`src/rtl/trace_serialiser.sv`:
```
// trace_serialiser
//   Buffers packed trace records in a small FIFO and streams each one out as
//   a sequence of 32-bit words, least-significant word first.
//
//   Optional feature: define GOURAM_TRACE_HEADER_EN to prefix every record
//   with a header word {16'hA5A5, seq[15:0]}. Here seq is a per-record
//   sequence number that wraps.
//
// Parameters
//   TRACE_WIDTH    width of one trace record (32..256)
//   FIFO_DEPTH     record buffer depth (power of two, >= 2)
// Ports
//   clk, rst                  clock, asynchronous active-high reset
//   trace_valid_i/_data_i     record offer from the trace unit
//   trace_ready_o             buffer not full (registered)
//   out_valid_o/_ready_i      output word handshake
//   out_data_o, out_last_o    serialised word, final-payload-word flag
//   records_sent_o            number of fully transmitted records (wraps)
module trace_serialiser #(
    parameter int TRACE_WIDTH = 96,
    parameter int FIFO_DEPTH  = 4
) (
    input  logic                   clk,
    input  logic                   rst,
    input  logic                   trace_valid_i,
    input  logic [TRACE_WIDTH-1:0] trace_data_i,
    output logic                   trace_ready_o,
    output logic                   out_valid_o,
    input  logic                   out_ready_i,
    output logic [31:0]            out_data_o,
    output logic                   out_last_o,
    output logic [31:0]            records_sent_o
);
    localparam int NWORDS = (TRACE_WIDTH + 31) / 32;
    localparam int PADW   = NWORDS * 32;
    localparam int IDXW   = (NWORDS > 1) ? $clog2(NWORDS) : 1;
    localparam int AW     = $clog2(FIFO_DEPTH);
    localparam int CW     = AW + 1;

    localparam logic [IDXW-1:0] LAST_IDX      = IDXW'(NWORDS - 1);
    localparam logic [IDXW-1:0] IDX_ZERO      = IDXW'(0);
    localparam logic [IDXW-1:0] IDX_ONE       = IDXW'(1);
    localparam logic [AW-1:0]   PTR_ONE       = AW'(1);
    localparam logic [CW-1:0]   CNT_ZERO      = CW'(0);
    localparam logic [CW-1:0]   CNT_ONE       = CW'(1);
    localparam logic [CW-1:0]   CNT_FULL      = CW'(FIFO_DEPTH);
    localparam logic            LAST_ON_FIRST = (NWORDS == 1);

`ifdef GOURAM_TRACE_HEADER_EN
    typedef enum logic [1:0] {IDLE = 2'd0, HDR = 2'd1, SEND = 2'd2} state_t;
`else
    typedef enum logic [1:0] {IDLE = 2'd0, SEND = 2'd2} state_t;
`endif

    // Word idx of a record, with the record zero-extended to a word multiple.
    function automatic logic [31:0] word_of(input logic [TRACE_WIDTH-1:0] rec,
                                            input logic [IDXW-1:0]        idx);
        logic [PADW-1:0] padded;
        padded = PADW'(rec);
        return padded[{idx, 5'd0} +: 32];
    endfunction

    state_t                 state_q, state_d, start_state_s;
    logic [IDXW-1:0]        idx_q, idx_d;
    logic                   out_valid_q, out_valid_d;
    logic [31:0]            out_data_q, out_data_d;
    logic                   out_last_q, out_last_d;
    logic [31:0]            sent_q, sent_d;
    logic [AW-1:0]          rd_ptr_q, rd_ptr_d, wr_ptr_q, wr_ptr_d;
    logic [CW-1:0]          count_q, count_d;
    logic                   ready_q, ready_d;
    logic [TRACE_WIDTH-1:0] mem_q [FIFO_DEPTH];
`ifdef GOURAM_TRACE_HEADER_EN
    logic [15:0]            seq_q, seq_d;
`endif

    logic                   push_s, pop_s, hs_s, has_next_s, start_last_s;
    logic [TRACE_WIDTH-1:0] head_s, next_rec_s;
    logic [31:0]            start_word_s;

    // Handshakes and the record that follows the head. When only the head is
    // buffered, a record arriving in the same cycle is the next one, so the
    // last-word handshake can start it without a bubble (it still passes
    // through the output register first).
    always_comb begin
        push_s = trace_valid_i & ready_q;
        hs_s   = out_valid_q & out_ready_i;
        head_s = mem_q[rd_ptr_q];
        if (count_q > CNT_ONE) begin
            next_rec_s = mem_q[rd_ptr_q + PTR_ONE];
        end else begin
            next_rec_s = trace_data_i;
        end
        has_next_s = (count_q > CNT_ONE) | push_s;
    end

    // Serialiser FSM: next state and the next contents of the output register.
    always_comb begin
        state_d     = state_q;
        idx_d       = idx_q;
        out_valid_d = out_valid_q;
        out_data_d  = out_data_q;
        out_last_d  = out_last_q;
        sent_d      = sent_q;
        pop_s       = 1'b0;
`ifdef GOURAM_TRACE_HEADER_EN
        seq_d         = seq_q;
        start_state_s = HDR;
        start_last_s  = 1'b0;
        // From SEND the record starting is the one after the popped head.
        if (state_q == IDLE) begin
            start_word_s = {16'hA5A5, seq_q};
        end else begin
            start_word_s = {16'hA5A5, seq_q + 16'd1};
        end
`else
        start_state_s = SEND;
        start_last_s  = LAST_ON_FIRST;
        if (state_q == IDLE) begin
            start_word_s = word_of(head_s, IDX_ZERO);
        end else begin
            start_word_s = word_of(next_rec_s, IDX_ZERO);
        end
`endif
        case (state_q)
            IDLE: begin
                if (count_q != CNT_ZERO) begin
                    state_d     = start_state_s;
                    idx_d       = IDX_ZERO;
                    out_valid_d = 1'b1;
                    out_data_d  = start_word_s;
                    out_last_d  = start_last_s;
                end else begin
                    state_d = IDLE;
                end
            end
`ifdef GOURAM_TRACE_HEADER_EN
            HDR: begin
                if (hs_s) begin
                    state_d    = SEND;
                    idx_d      = IDX_ZERO;
                    out_data_d = word_of(head_s, IDX_ZERO);
                    out_last_d = LAST_ON_FIRST;
                end else begin
                    state_d = HDR;
                end
            end
`endif
            SEND: begin
                if (hs_s) begin
                    if (idx_q == LAST_IDX) begin
                        pop_s  = 1'b1;
                        sent_d = sent_q + 32'd1;
`ifdef GOURAM_TRACE_HEADER_EN
                        seq_d  = seq_q + 16'd1;
`endif
                        if (has_next_s) begin
                            state_d     = start_state_s;
                            idx_d       = IDX_ZERO;
                            out_valid_d = 1'b1;
                            out_data_d  = start_word_s;
                            out_last_d  = start_last_s;
                        end else begin
                            state_d     = IDLE;
                            idx_d       = IDX_ZERO;
                            out_valid_d = 1'b0;
                            out_data_d  = 32'd0;
                            out_last_d  = 1'b0;
                        end
                    end else begin
                        idx_d      = idx_q + IDX_ONE;
                        out_data_d = word_of(head_s, idx_q + IDX_ONE);
                        out_last_d = ((idx_q + IDX_ONE) == LAST_IDX);
                    end
                end else begin
                    state_d = SEND;
                end
            end
            default: begin
                state_d     = IDLE;
                idx_d       = IDX_ZERO;
                out_valid_d = 1'b0;
                out_data_d  = 32'd0;
                out_last_d  = 1'b0;
            end
        endcase
    end

    // FIFO pointers and occupancy; ready reflects the post-update occupancy,
    // so a pop in the same cycle never lets a push into a full buffer.
    always_comb begin
        if (push_s) begin
            wr_ptr_d = wr_ptr_q + PTR_ONE;
        end else begin
            wr_ptr_d = wr_ptr_q;
        end
        if (pop_s) begin
            rd_ptr_d = rd_ptr_q + PTR_ONE;
        end else begin
            rd_ptr_d = rd_ptr_q;
        end
        case ({push_s, pop_s})
            2'b10:   count_d = count_q + CNT_ONE;
            2'b01:   count_d = count_q - CNT_ONE;
            default: count_d = count_q;
        endcase
        ready_d = (count_d != CNT_FULL);
    end

    // Control, output and bookkeeping registers.
    always_ff @(posedge clk or posedge rst) begin
        if (rst) begin
            state_q     <= IDLE;
            idx_q       <= IDX_ZERO;
            out_valid_q <= 1'b0;
            out_data_q  <= 32'd0;
            out_last_q  <= 1'b0;
            sent_q      <= 32'd0;
            rd_ptr_q    <= '0;
            wr_ptr_q    <= '0;
            count_q     <= CNT_ZERO;
            ready_q     <= 1'b0;
`ifdef GOURAM_TRACE_HEADER_EN
            seq_q       <= 16'd0;
`endif
        end else begin
            state_q     <= state_d;
            idx_q       <= idx_d;
            out_valid_q <= out_valid_d;
            out_data_q  <= out_data_d;
            out_last_q  <= out_last_d;
            sent_q      <= sent_d;
            rd_ptr_q    <= rd_ptr_d;
            wr_ptr_q    <= wr_ptr_d;
            count_q     <= count_d;
            ready_q     <= ready_d;
`ifdef GOURAM_TRACE_HEADER_EN
            seq_q       <= seq_d;
`endif
        end
    end

    // Record storage; a slot is only read after it has been written.
    always_ff @(posedge clk) begin
        if (push_s) begin
            mem_q[wr_ptr_q] <= trace_data_i;
        end
    end

    assign trace_ready_o  = ready_q;
    assign out_valid_o    = out_valid_q;
    assign out_data_o     = out_data_q;
    assign out_last_o     = out_last_q;
    assign records_sent_o = sent_q;
endmodule

```
`config.mk`:
```
export PLATFORM = sky130hd
export DESIGN_NAME = trace_serialiser
export DESIGN_NICKNAME = d
export VERILOG_FILES = /design/src/rtl/trace_serialiser.sv
export SDC_FILE = /design/constraint.sdc
export NUM_CORES = 1
export LEC_CHECK = 0
export ABC_AREA = 1
export CORE_MARGIN = 4
export CORE_UTILIZATION = 46
export CTS_CLUSTER_DIAMETER = 150
export CTS_CLUSTER_SIZE = 8
export DETAILED_ROUTE_END_ITERATION = 12
export PLACE_DENSITY = 0.78
export SYNTH_ARGS = -nofsm -noshare
export SYNTH_HDL_FRONTEND = slang
export SYNTH_SLANG_ARGS = --single-unit
```
`constraint.sdc`:
```
create_clock -name clk -period 5.2 [get_ports clk]
set_clock_uncertainty 0.1 [all_clocks]
set_input_delay 0.78 -clock clk [delete_from_list [all_inputs] [get_ports clk]]
set_output_delay 0.78 -clock clk [all_outputs]
set_load 0.005 [all_outputs]
```
Word level (Yosys, flattened, before mapping). Memories as Yosys holds them, arrays and structs flattened. Index checks and enable logic that the tools add are counted.

Memories kept: 1. Flip-flop bits (word level): 78. RAM bits: 384. Output and inout bits: 67. Input port bits: 100. Word-level logic and storage cells: 68.

Equal/unequal tests: 10. Bitwise operators: 3. Mux-type cells: 31. Reductions and logical operators: 5. Add/sub/neg operators: 6. Magnitude comparators: 1. Shifts and indexed selects: 1.

Memory list: mem_q (depth 4, bits a word 96, read ports 2, clocked after Yosys merged registers in 0, write ports 1, RTL line 72) `logic [TRACE_WIDTH-1:0] mem_q [FIFO_DEPTH];`.

Operator list (count): $mux 32 (6); $shiftx 96x8->32 (1); $pmux 32 s2 (1); $add 32x1->32 const B (1); $mux 2 (7); $mux 1 (12); $eq 2x2->1 const B (4); $pmux 2 s2 (2); $add 2x1->2 const B (3); $ne 3x3->1 const B (2); $pmux 3 s2 (1); $reduce_and 3->1 (2); $ne 2x2->1 const B (2); $pmux 1 s2 (2); $add 3x1->3 const B (1); $gt 3x1->1 const B (1); $reduce_bool 3->1 (1); $sub 3x1->3 const B (1); $and 1x1->1 (2); $eq 2x1->1 const B (1); $logic_not 2->1 (1); $ne 2x1->1 const B (1); $reduce_and 2->1 (1); $or 1x1->1 (1).

Logic depth before layout (Yosys ltp). Gate-level depths: netlist of run 1. An unclocked memory read counts as a cell.

Depth after elaboration: 8. Mapped depth: 13. Gate-level depth less buffers: 11.

Least setup slack after synthesis of run 1. No wires, ideal clock.

Path type: input to register. Start point: in trace_valid_i. End point: mem mem_q[0][0] (enable). Path buffers: 0. Stages: 2. Arrival: 5.029 ns. Setup time: 0.552 ns. Data required time: 4.548 ns. Slack: -0.481 ns. Path through: nand2_1 > nor2_1.

Longest elaborated chain between the ends: 3.

Ends and longest elaborated chain: from (decl) (RTL line 25) `input logic trace_valid_i,`; $and 1x1->1 (RTL line 86) `push_s = trace_valid_i & ready_q;`; $mux 1 (RTL line 245) `if (push_s) begin`; $mux 1 (implied by the code) (RTL line 246) `mem_q[wr_ptr_q] <= trace_data_i;`; to (decl) (RTL line 72).

No other way between the ends.

Worst setup path in the final report of run 1.
Start point: reg idx_q[0]. End point: reg out_data_q[15], in the netlist out_data_o[15].

Longest elaborated chain between the ends: 5. Elaborated cells between the ends (all ways): 6. Those cells by class: add/sub (1); eq/ne (1); shift (1); mux (3).

Ends and longest elaborated chain: from (decl) (RTL line 64) `logic [IDXW-1:0] idx_q, idx_d;`; from (signal assigned) (RTL line 228) `idx_q <= idx_d;`; $add 2x1->2 (RTL line 172) `out_data_d = word_of(head_s, idx_q + IDX_ONE);`; $shiftx 96x8->32 (RTL line 60) `return padded[{idx, 5'd0} +: 32];`; $mux 32 * (RTL line 151) `if (idx_q == LAST_IDX) begin`; $mux 32 * (RTL line 150) `if (hs_s) begin`; $pmux 32 s2 * (RTL line 125) `case (state_q)`; to (signal assigned) (RTL line 230) `out_data_q <= out_data_d;`; to (decl) (RTL line 66) `logic [31:0] out_data_q, out_data_d;`.

Every way passes the cells marked *; elsewhere a longest branch is shown, timed or not. The select of a mux whose other input is x is not followed. A chain may end at the register's enable or synchronous reset.

==> run_results.csv, run 1 <==
group,metric,value,unit
critical_path,worstPathArrival,3.99,ns
yosys,seq_area_frac_synth,0.632,
power_and_ir_drop,leakagePower,10.4,nW
drt,dr_total_vias,16700,
critical_path,startpoint_type,"register",
timing,fmax,277,MHz
layout,syn_to_final_growth,19.1,%
layout,fin_cells,3045,
die,ios,167,
placed_design,dp_hpwl,34.8,mm
drt,totalWireLength,57.7,mm
critical_path,worst-setup-path-type,"reg2reg",
drt,drcViolationCount,0,
timing,post-route-period-util,0.693,
clocking,tritoncts,"yes",
yosys,syn_inst,2256,
clocking,clk_pin_slew_worst_paths,0.05,ns
clocking,cts_max_level,3,
timing,worstMarginPinSlew,1.10,ns
die,coreArea,45500,µm²
global_routing,grt_pass1_wl,89.7,mm
layout,post-route-cell-area,25300,µm²
die,dieArea,49700,µm²
clocking,postCtsSetupBuffers,0,
yosys,yosys.area_share.simple,0.256,
timing,rsz0062_at_grt,"false",
die,rows,78,
clocking,clock_latency,0.56,ns
critical_path,end_kind,"register",
global_routing,grt.total_usage,0.227,
drt,vias_per_cell,5.50,
yosys,synthMuxAreaShare,0,
yosys,avgSynthCellArea,9.42,µm²
drt,drt-pass1-iter-count,6,
die,die_h,223,µm
yosys,synth-main-ff-cell,"edfxtp_1",
die,initial_core_util,0.467,
global_routing,antenna_found_initial,11,
placed_design,dp.cells,2926,
die,die_x,223,µm
drt,antenna_left,0,
timing,hold_slack,0.386,ns
yosys,synth_top_family_by_area,"simple AND/OR/NAND/NOR gates",
yosys,synth_top_area_share,0.543,
placed_design,postPlaceCellArea,23300,µm²
layout,nets,2508,
global_routing,grt_overflow,0,
yosys,synth_xor_area_frac,0.0111,
drt,wl_per_cell,18.9,µm
timing,slew_violations,0,
yosys,synth_fp_nets,2369,
timing,hold_violations,0,
power_and_ir_drop,peakVddDrop,0.000331,V
clocking,cts_inserted_buffers,67,
timing,slew_headroom,0.268,
power_and_ir_drop,power_density,597,nW/µm²
yosys,synth_top_cell_by_area,"edfxtp_1",
yosys,synth_edf_count,384,
placed_design,port_buffers,166,
yosys,post_synth_num_cell_types,35,
clocking,cts_hold_buffers,0,
layout,fin_util,0.556,
global_routing,grt_max_degree,148,
yosys,yosys-top-cells-area,"edfxtp_1 (54%), nand2_1 (16%), dfrtp_1 (9.0%)",
placed_design,place.gp.congestion,0.875,
yosys,syn-cell-area,21200,µm²
critical_path,cp_max_fo,37,
yosys,synthAdderAreaFrac,0.00766,
clocking,cts.sinks,460,
yosys,synth_seq_cells,460,
yosys,yosys_warnings,0,
yosys,synth-async-reset-ratio,0.165,
timing,setup_viol,0,
min_path,min_path_type,"reg2reg",
yosys,synth-compound-area-share,0.0403,
power_and_ir_drop,fin_total_pwr,0.0151,W
timing,post-route-min-period,3.61,ns
critical_path,cp_data_required_time,5.58,ns
global_routing,first_global_vias,16500,
clocking,ctsRootBufferMaster,"clkbuf_16",
clocking,cts_resized,0,
run_status,status,"completed",
layout,drive_above_1_share,0.0517,
drt,drt_first_iter_violations,2122,
flow_run,max_cap_violations,0,
clocking,clock_path_buffers,3,
==> state kept, by name (all words and copies together) (netlist names), 2 cells and up <==
register	flops
count_q	3
idx_q	2
mem_q	384
out_data_o	32
rd_ptr_q	2
records_sent_o	32
wr_ptr_q	2
==> synth_stat cells (2+ instances only) <==
master	number
inv_2	5
ha_1	13
nand2_2	2
nor2_2	2
nand3_2	2
nand2_1	900
a21oi_1	84
buf_4	18
dfrtp_1	76
xnor2_1	8
clkbuf_1	27
nor2_1	182
o21ai_0	60
buf_1	9
nand3_1	236
buf_6	5
inv_1	117
o21ai_1	4
xor2_1	19
o211ai_1	10
o22a_1	2
nand4_1	2
nor2_4	2
edfxtp_1	384
buf_2	63
nand3b_1	2
nor3_1	14
==> final timing paths <==
path                                start                 end  slack [ns]  cells past startpoint
setup / recovery                 idx_q[0]      out_data_o[15]        1.59                     10
hold / removal             out_data_o[22]      out_data_o[22]        0.39                      2
setup reg to reg                 idx_q[0]      out_data_o[15]        1.59                     10
hold reg to reg            out_data_o[22]      out_data_o[22]        0.39                      2
max in group asynchronous             rst  records_sent_o[12]        3.36                      3
min in group asynchronous             rst       out_data_o[9]        0.63                      2
==> cell type report <==
class	instances	area [µm²]
fill	3767	20200
sequential	460	13400
multi-input combinational	1551	6740
timing repair buffer	192	1940
clock buffer	105	1840
tap	600	751
inverter	123	470
clock inverter	7	90.1
antenna	7	17.5
==> power by group <==
| part | leakage [nW] | switching, W | total, W | internal [W] |
|---|---|---|---|---|
| Sequential | 4.44 | 0.000516 | 0.00540 | 0.00489 |
| Combinational | 5.05 | 0.00390 | 0.00570 | 0.00180 |
| Clock | 0.925 | 0.00152 | 0.00399 | 0.00247 |
| Total | 10.4 | 0.00594 | 0.0151 | 0.00915 |
==> through the flow <==
stage	TNS [ns]	setup WS [ns]
floorplan	-184.88	-0.481
global placement	0	1.80
detailed placement	0	1.69
CTS	0	1.69
global route	0	1.45
finish	0	1.59
==> kinds of logic after synthesis <==
family                   after synthesis
XOR/XNOR                              27
flip-flops                           460
AND/OR/NAND/NOR                     1348
AO/OA/AOI/OAI                        163
buffers and inverters                245
adder cells (fa/ha/maj)               13
==> worst max-delay path, stage by stage, from the launching register on <==
cell     delay [ns]
dfrtp_1        0.31
buf_4          0.43
inv_2          0.49
ha_1           0.35
buf_4          0.23
inv_1          0.66
buf_4          0.42
a21oi_1        0.08
a21oi_1        0.21
nand2_1        0.07
a21oi_1        0.12
==> metal layers <==
layer	part of all wire	global-route usage	routed length (µm)	vias to the layer above
met4	0.034	0.0933	1990	6
li1	-	-	-	7735
met3	0.099	0.0496	5700	160
met5	0.00071	0	41	-
met2	0.49	0.380	28400	872
met1	0.37	0.289	21500	7965
==> layout by cell type (no fill, tap or decap), drive strengths merged <==
cell type,n
a21oi,84
clkinv,2
o221ai,1
a22oi,1
o22a,2
and3,1
ha,13
nand3b,3
nand3,238
nor3,15
bufinv,1
xor2,19
o211ai,10
o21ai,64
or2,1
dfrtp,76
diode,7
inv,127
clkdlybuf4s50,166
edfxtp,384
clkbuf,105
a31oi,1
xnor2,8
nor2,186
nand4,2
buf,26
nand2,902
Note: power is estimated with default switching activity, not from simulation.
==> run 2, diff against run 1 <==
PLACE_DENSITY = 0.75   (was 0.78)
clock period = 3.6 ns   (was 5.2 ns; I/O delays follow)
==> run_results.csv, run 2 (synthesis results as in run 1) <==
group,metric,value,unit
layout,fin_util,0.559,
die,dieArea,49700,µm²
critical_path,r2r_slack,0.77,ns
clocking,cts_inserted_buffers,67,
global_routing,first_global_vias,16700,
timing,worstMarginPinSlew,0.944,ns
layout,regMostFlops,"mem_q",
die,coreArea,45500,µm²
timing,post-route-period-util,0.786,
clocking,tritoncts,"yes",
layout,final_cell_mix,"nand2_1 (899), edfxtp_1 (384), nand3_1 (236)",
placed_design,place.gp.congestion,0.823,
critical_path,cp_top_family,"simple AND/OR/NAND/NOR gates",
critical_path,cp_slowest_cell,"nor3_1",
power_and_ir_drop,power_density,861,nW/µm²
global_routing,grt.total_usage,0.230,
die,die_h,223,µm
drt,vias_per_cell,5.45,
layout,syn_to_final_growth,19.6,%
power_and_ir_drop,peakVddDrop,0.000699,V
critical_path,cp_max_fo,26,
timing,post-route-min-period,2.83,ns
clocking,cts_resized,0,
critical_path,end_kind,"register",
layout,drive_above_1_share,0.0548,
clocking,postCtsSetupBuffers,0,
drt,wl_per_cell,19.0,µm
layout,nets,2517,
clocking,clock_path_buffers,3,
timing,fmax,353,MHz
drt,drcViolationCount,0,
die,initial_core_util,0.467,
drt,totalWireLength,58.1,mm
layout,fin_cells,3054,
drt,dr_total_vias,16600,
clocking,cts_hold_buffers,0,
timing,slew_violations,0,
global_routing,grt_pass1_wl,90.5,mm
critical_path,slowest_delay,0.78,ns
timing,setup_tns,0,ns
global_routing,antenna_found_initial,11,
drt,drt-pass1-iter-count,5,
die,die_x,223,µm
critical_path,crit_path_cell_trace,"inv_2 -> ha_1 -> nor3_1 -> buf_4 -> nand2_1 -> nand2_1 -> a21oi_1 -> nand2_1 -> a21oi_1",
run_status,status,"completed",
clocking,clk_pin_slew_worst_paths,0.05,ns
critical_path,reg2reg_to,"out_data_o[14]",
clocking,ctsRootBufferMaster,"clkbuf_16",
critical_path,cp_data_required_time,3.97,ns
min_path,min_path_type,"in2async",
critical_path,crit_top_cell,"nand2_1",
placed_design,port_buffers,166,
critical_path,regToRegStartpoint,"idx_q[0]",
critical_path,crit_cells,9,
clocking,clock_latency,0.59,ns
critical_path,worstPathArrival,3.20,ns
timing,slew_headroom,0.370,
global_routing,grt_overflow,0,
die,ios,167,
global_routing,grt_max_degree,102,
flow_run,max_cap_violations,0,
power_and_ir_drop,leakagePower,10.5,nW
drt,drt_first_iter_violations,1853,
clocking,cts.sinks,460,
placed_design,postPlaceCellArea,23500,µm²
layout,layout_commonest_cell,"nand2_1",
critical_path,critical_path_buf_inv_count,2,
timing,setup_viol,0,
placed_design,dp_hpwl,34.6,mm
timing,rsz0062_at_grt,"false",
die,rows,78,
clocking,cts_max_level,3,
placed_design,dp.cells,2935,
power_and_ir_drop,fin_total_pwr,0.0219,W
layout,largest_reg_flops,384,
layout,post-route-cell-area,25400,µm²
critical_path,reg2regPathDepth,9,
critical_path,startpoint_type,"register",
drt,antenna_left,0,
critical_path,worst-setup-path-type,"reg2reg",
timing,hold_violations,0,
run 2: cell types whose count changed in the layout (fill, tap and decap cells not counted):
cell | previous run | this run
clkbuf_16 | 68 | 67
buf_12 | 7 | 12
clkbuf_1 | 37 | 35
clkinv_8 | 1 | 2
buf_4 | 19 | 23
inv_6 | 6 | 5
diode_2 | 7 | 10
run 2: worst reg2reg max path, cell delays in order (launching register included):
cell	delay [ns]
dfrtp_1	0.38
inv_2	0.42
ha_1	0.44
nor3_1	0.78
buf_4	0.30
nand2_1	0.08
nand2_1	0.06
a21oi_1	0.04
nand2_1	0.06
a21oi_1	0.06
run 2: final cells by class:
type	count	area, µm²
clock buffers	102	1810
repair buffers	201	2070
fillers	3842	20100
diodes	10	25.0
multi-input cells	1551	6740
clock inverters	7	97.6
inverters	123	470
flip-flops and latches	460	13400
well taps	600	751
run 2: worst max-delay path by stage:
stage | startpoint | slack [ns] | end
3_5_place_dp | trace_valid_i | 0.84 | out_data_o[28]
4_1_cts | idx_q[0] | 0.85 | out_data_o[14]
6_report | idx_q[0] | 0.77 | out_data_o[14]
2_1_floorplan | trace_valid_i | -0.26 | mem_q[0][0]
5_1_grt | idx_q[0] | 0.62 | trace_ready_o
3_3_place_gp | idx_q[0] | 0.91 | out_data_o[20]
run 2: layer usage:
metal / wire, µm / up-vias / track usage
met5: 27 / - / 0
met4: 1900 / 4 / 0.104
met3: 5180 / 135 / 0.0489
met2: 28900 / 797 / 0.391
met1: 22000 / 7955 / 0.285
li1: - / 7757 / -
run 2: per-stage QoR:
step / setup WS (ns) / hold slack [ns]
2_1_floorplan: -0.259 / 0.372
3_3_place_gp: 0.909 / 0.408
3_5_place_dp: 0.845 / 0.410
4_1_cts: 0.845 / 0.367
5_1_grt: 0.621 / 0.418
6_report: 0.770 / 0.340
run 2: power breakdown:
group / total [W] / internal, W / switching [W]
registers: 0.00773 / 0.00706 / 0.000662
clock network: 0.00573 / 0.00351 / 0.00222
logic: 0.00841 / 0.00270 / 0.00571
total: 0.0219 / 0.0133 / 0.00859
==> run 3, diff against run 2 <==
PLACE_DENSITY = 0.78   (was 0.75)
clock period = 2.4 ns   (was 3.6 ns; I/O delays follow)
==> run_results.csv, run 3 (synthesis results as in run 1) <==
group,metric,value,unit
drt,drt-pass1-iter-count,6,
min_path,min_path_type,"in2reg",
die,ios,167,
clocking,ctsRootBufferMaster,"clkbuf_16",
timing,hold_violations,0,
placed_design,place.gp.congestion,0.869,
flow_run,max_cap_violations,0,
critical_path,end_kind,"register",
critical_path,cp_slowest_cell,"dfrtp_4",
critical_path,crit_top_cell,"nand2_1",
critical_path,cp_top_family,"compound AO/OA/AOI/OAI gates",
layout,syn_to_final_growth,22.1,%
critical_path,startpoint_type,"register",
timing,rsz0062_at_grt,"false",
critical_path,worstSetupStartpoint,"rd_ptr_q[0]",
timing,fin_ws,0.232,ns
critical_path,cp_data_required_time,2.80,ns
global_routing,first_global_vias,17200,
critical_path,crit_cells,7,
clocking,postCtsSetupBuffers,0,
placed_design,dp.cells,2969,
layout,post-route-cell-area,25900,µm²
global_routing,grt_overflow,0,
critical_path,regToRegStartpoint,"rd_ptr_q[0]",
min_path,min_from,"trace_data_i[83]",
clocking,cts_inserted_buffers,67,
global_routing,antenna_found_initial,4,
timing,post-route-min-period,2.17,ns
drt,totalWireLength,60.3,mm
layout,regMostFlops,"mem_q",
placed_design,dp_hpwl,37.8,mm
placed_design,dpl_worst_slack,0.0605,ns
clocking,cts_max_level,3,
global_routing,grt.total_usage,0.239,
layout,largest_reg_flops,384,
critical_path,reg2reg_to,"out_data_o[21]",
layout,fin_util,0.570,
critical_path,worstPathArrival,2.57,ns
layout,final_cell_mix,"nand2_1 (898), edfxtp_1 (384), nand3_1 (236)",
placed_design,port_buffers,166,
die,dieArea,49700,µm²
die,die_h,223,µm
power_and_ir_drop,peakVddDrop,0.000929,V
timing,setup_viol,0,
power_and_ir_drop,leakagePower,10.7,nW
timing,slew_headroom,0.602,
die,coreArea,45500,µm²
drt,wl_per_cell,19.5,µm
drt,dr_total_vias,17200,
global_routing,grt_pass1_wl,93.7,mm
timing,post-route-period-util,0.903,
clocking,clk_pin_slew_worst_paths,0.05,ns
run_status,status,"completed",
clocking,clock_latency,0.59,ns
critical_path,critical_path_buf_inv_count,1,
layout,nFillCells,3667,
die,rows,78,
timing,fmax,461,MHz
timing,worstMarginPinSlew,0.593,ns
critical_path,worst-setup-path-type,"reg2reg",
critical_path,cp_max_fo,38,
critical_path,reg2regPathDepth,7,
critical_path,cp-endpoint,"out_data_o[21]",
critical_path,slowest_delay,0.60,ns
placed_design,postPlaceCellArea,24000,µm²
critical_path,crit_path_cell_trace,"buf_4 -> o21ai_0 -> o211ai_1 -> nand2_1 -> nand2_1 -> nand2_1 -> a21oi_1",
critical_path,r2r_slack,0.23,ns
layout,fin_cells,3087,
die,initial_core_util,0.467,
power_and_ir_drop,power_density,1300,nW/µm²
drt,drcViolationCount,0,
layout,nets,2552,
layout,layout_commonest_cell,"nand2_1",
drt,vias_per_cell,5.57,
clocking,clock_path_buffers,3,
timing,hold_slack,0.302,ns
drt,antenna_left,0,
drt,drt_first_iter_violations,2249,
clocking,cts.sinks,460,
timing,slew_violations,0,
global_routing,grt_max_degree,92,
die,die_x,223,µm
layout,drive_above_1_share,0.0688,
clocking,tritoncts,"yes",
==> run 3: changes by cell type in the layout (fill, tap and decap cells not counted), moves of 3 or more <==
cell / previous run / this run
buf_12: 12 / 30
buf_4: 23 / 39
diode_2: 10 / 3
clkbuf_1: 35 / 39
clkinv_8: 2 / 5
inv_6: 5 / 2
==> run 3: cell type report <==
cell class | instances | area [µm²] | area share
flip-flops and latches | 460 | 13400 | 0.518
multi-input cells | 1551 | 6740 | 0.260
repair buffers | 236 | 2560 | 0.0989
clock buffers | 106 | 1820 | 0.0703
well taps | 600 | 751 | 0.0289
inverters | 123 | 470 | 0.0181
clock inverters | 8 | 150 | 0.00579
diodes | 3 | 7.51 | 0.000289
==> run 3: worst reg2reg max path: cells and delay by family (launching register included) <==
kind | cells | cell delay [ns]
DFF | 1 | 0.60
buffers and inverters | 1 | 0.45
and+or+nand+nor | 3 | 0.26
AOI/OAI and AO/OA | 3 | 0.68
==> run 3: power breakdown <==
part	switching, W	internal (W)
logic	0.00892	0.00459
registers	0.000922	0.0106
clock network	0.00348	0.00533
total	0.0133	0.0205
==> run 3: layer usage <==
| layer | GRT usage | vias up | wire (µm) | part of all wire |
|---|---|---|---|---|
| met5 | 0 | - | 0 | 0 |
| met4 | 0.105 | 0 | 2400 | 0.040 |
| met3 | 0.0449 | 184 | 6080 | 0.10 |
| met2 | 0.413 | 1016 | 29700 | 0.49 |
| met1 | 0.293 | 8178 | 22000 | 0.37 |
| li1 | - | 7826 | - | - |
==> run 3: stage by stage <==
| stage | setup TNS [ns] | power, W |
|---|---|---|
| 6_report | 0 | 0.0338 |
| 4_1_cts | 0 | 0.0337 |
| 2_1_floorplan | -64.20 | 0.0198 |
| 3_3_place_gp | 0 | 0.0243 |
| 5_1_grt | 0 | 0.0357 |
| 3_5_place_dp | 0 | 0.0248 |
==> run 3: what timing repair did <==
item | CTS | global route
hold buffers | 1 | 0
gates resized for setup | 0 | 0
endpoints found under the hold margin | 1 | 0
endpoints found under the setup margin | 0 | 0
==> run 3: how the worst min path moves through the flow <==
stage	endpoint	slack, ns	cells past startpoint
3_5_place_dp	records_sent_o[24]	0.41	1
4_1_cts	mem_q[3][38]	0.28	1
3_3_place_gp	records_sent_o[30]	0.41	2
5_1_grt	mem_q[0][57]	0.30	1
6_report	mem_q[1][83]	0.30	1
2_1_floorplan	mem_q[0][0]	0.36	0
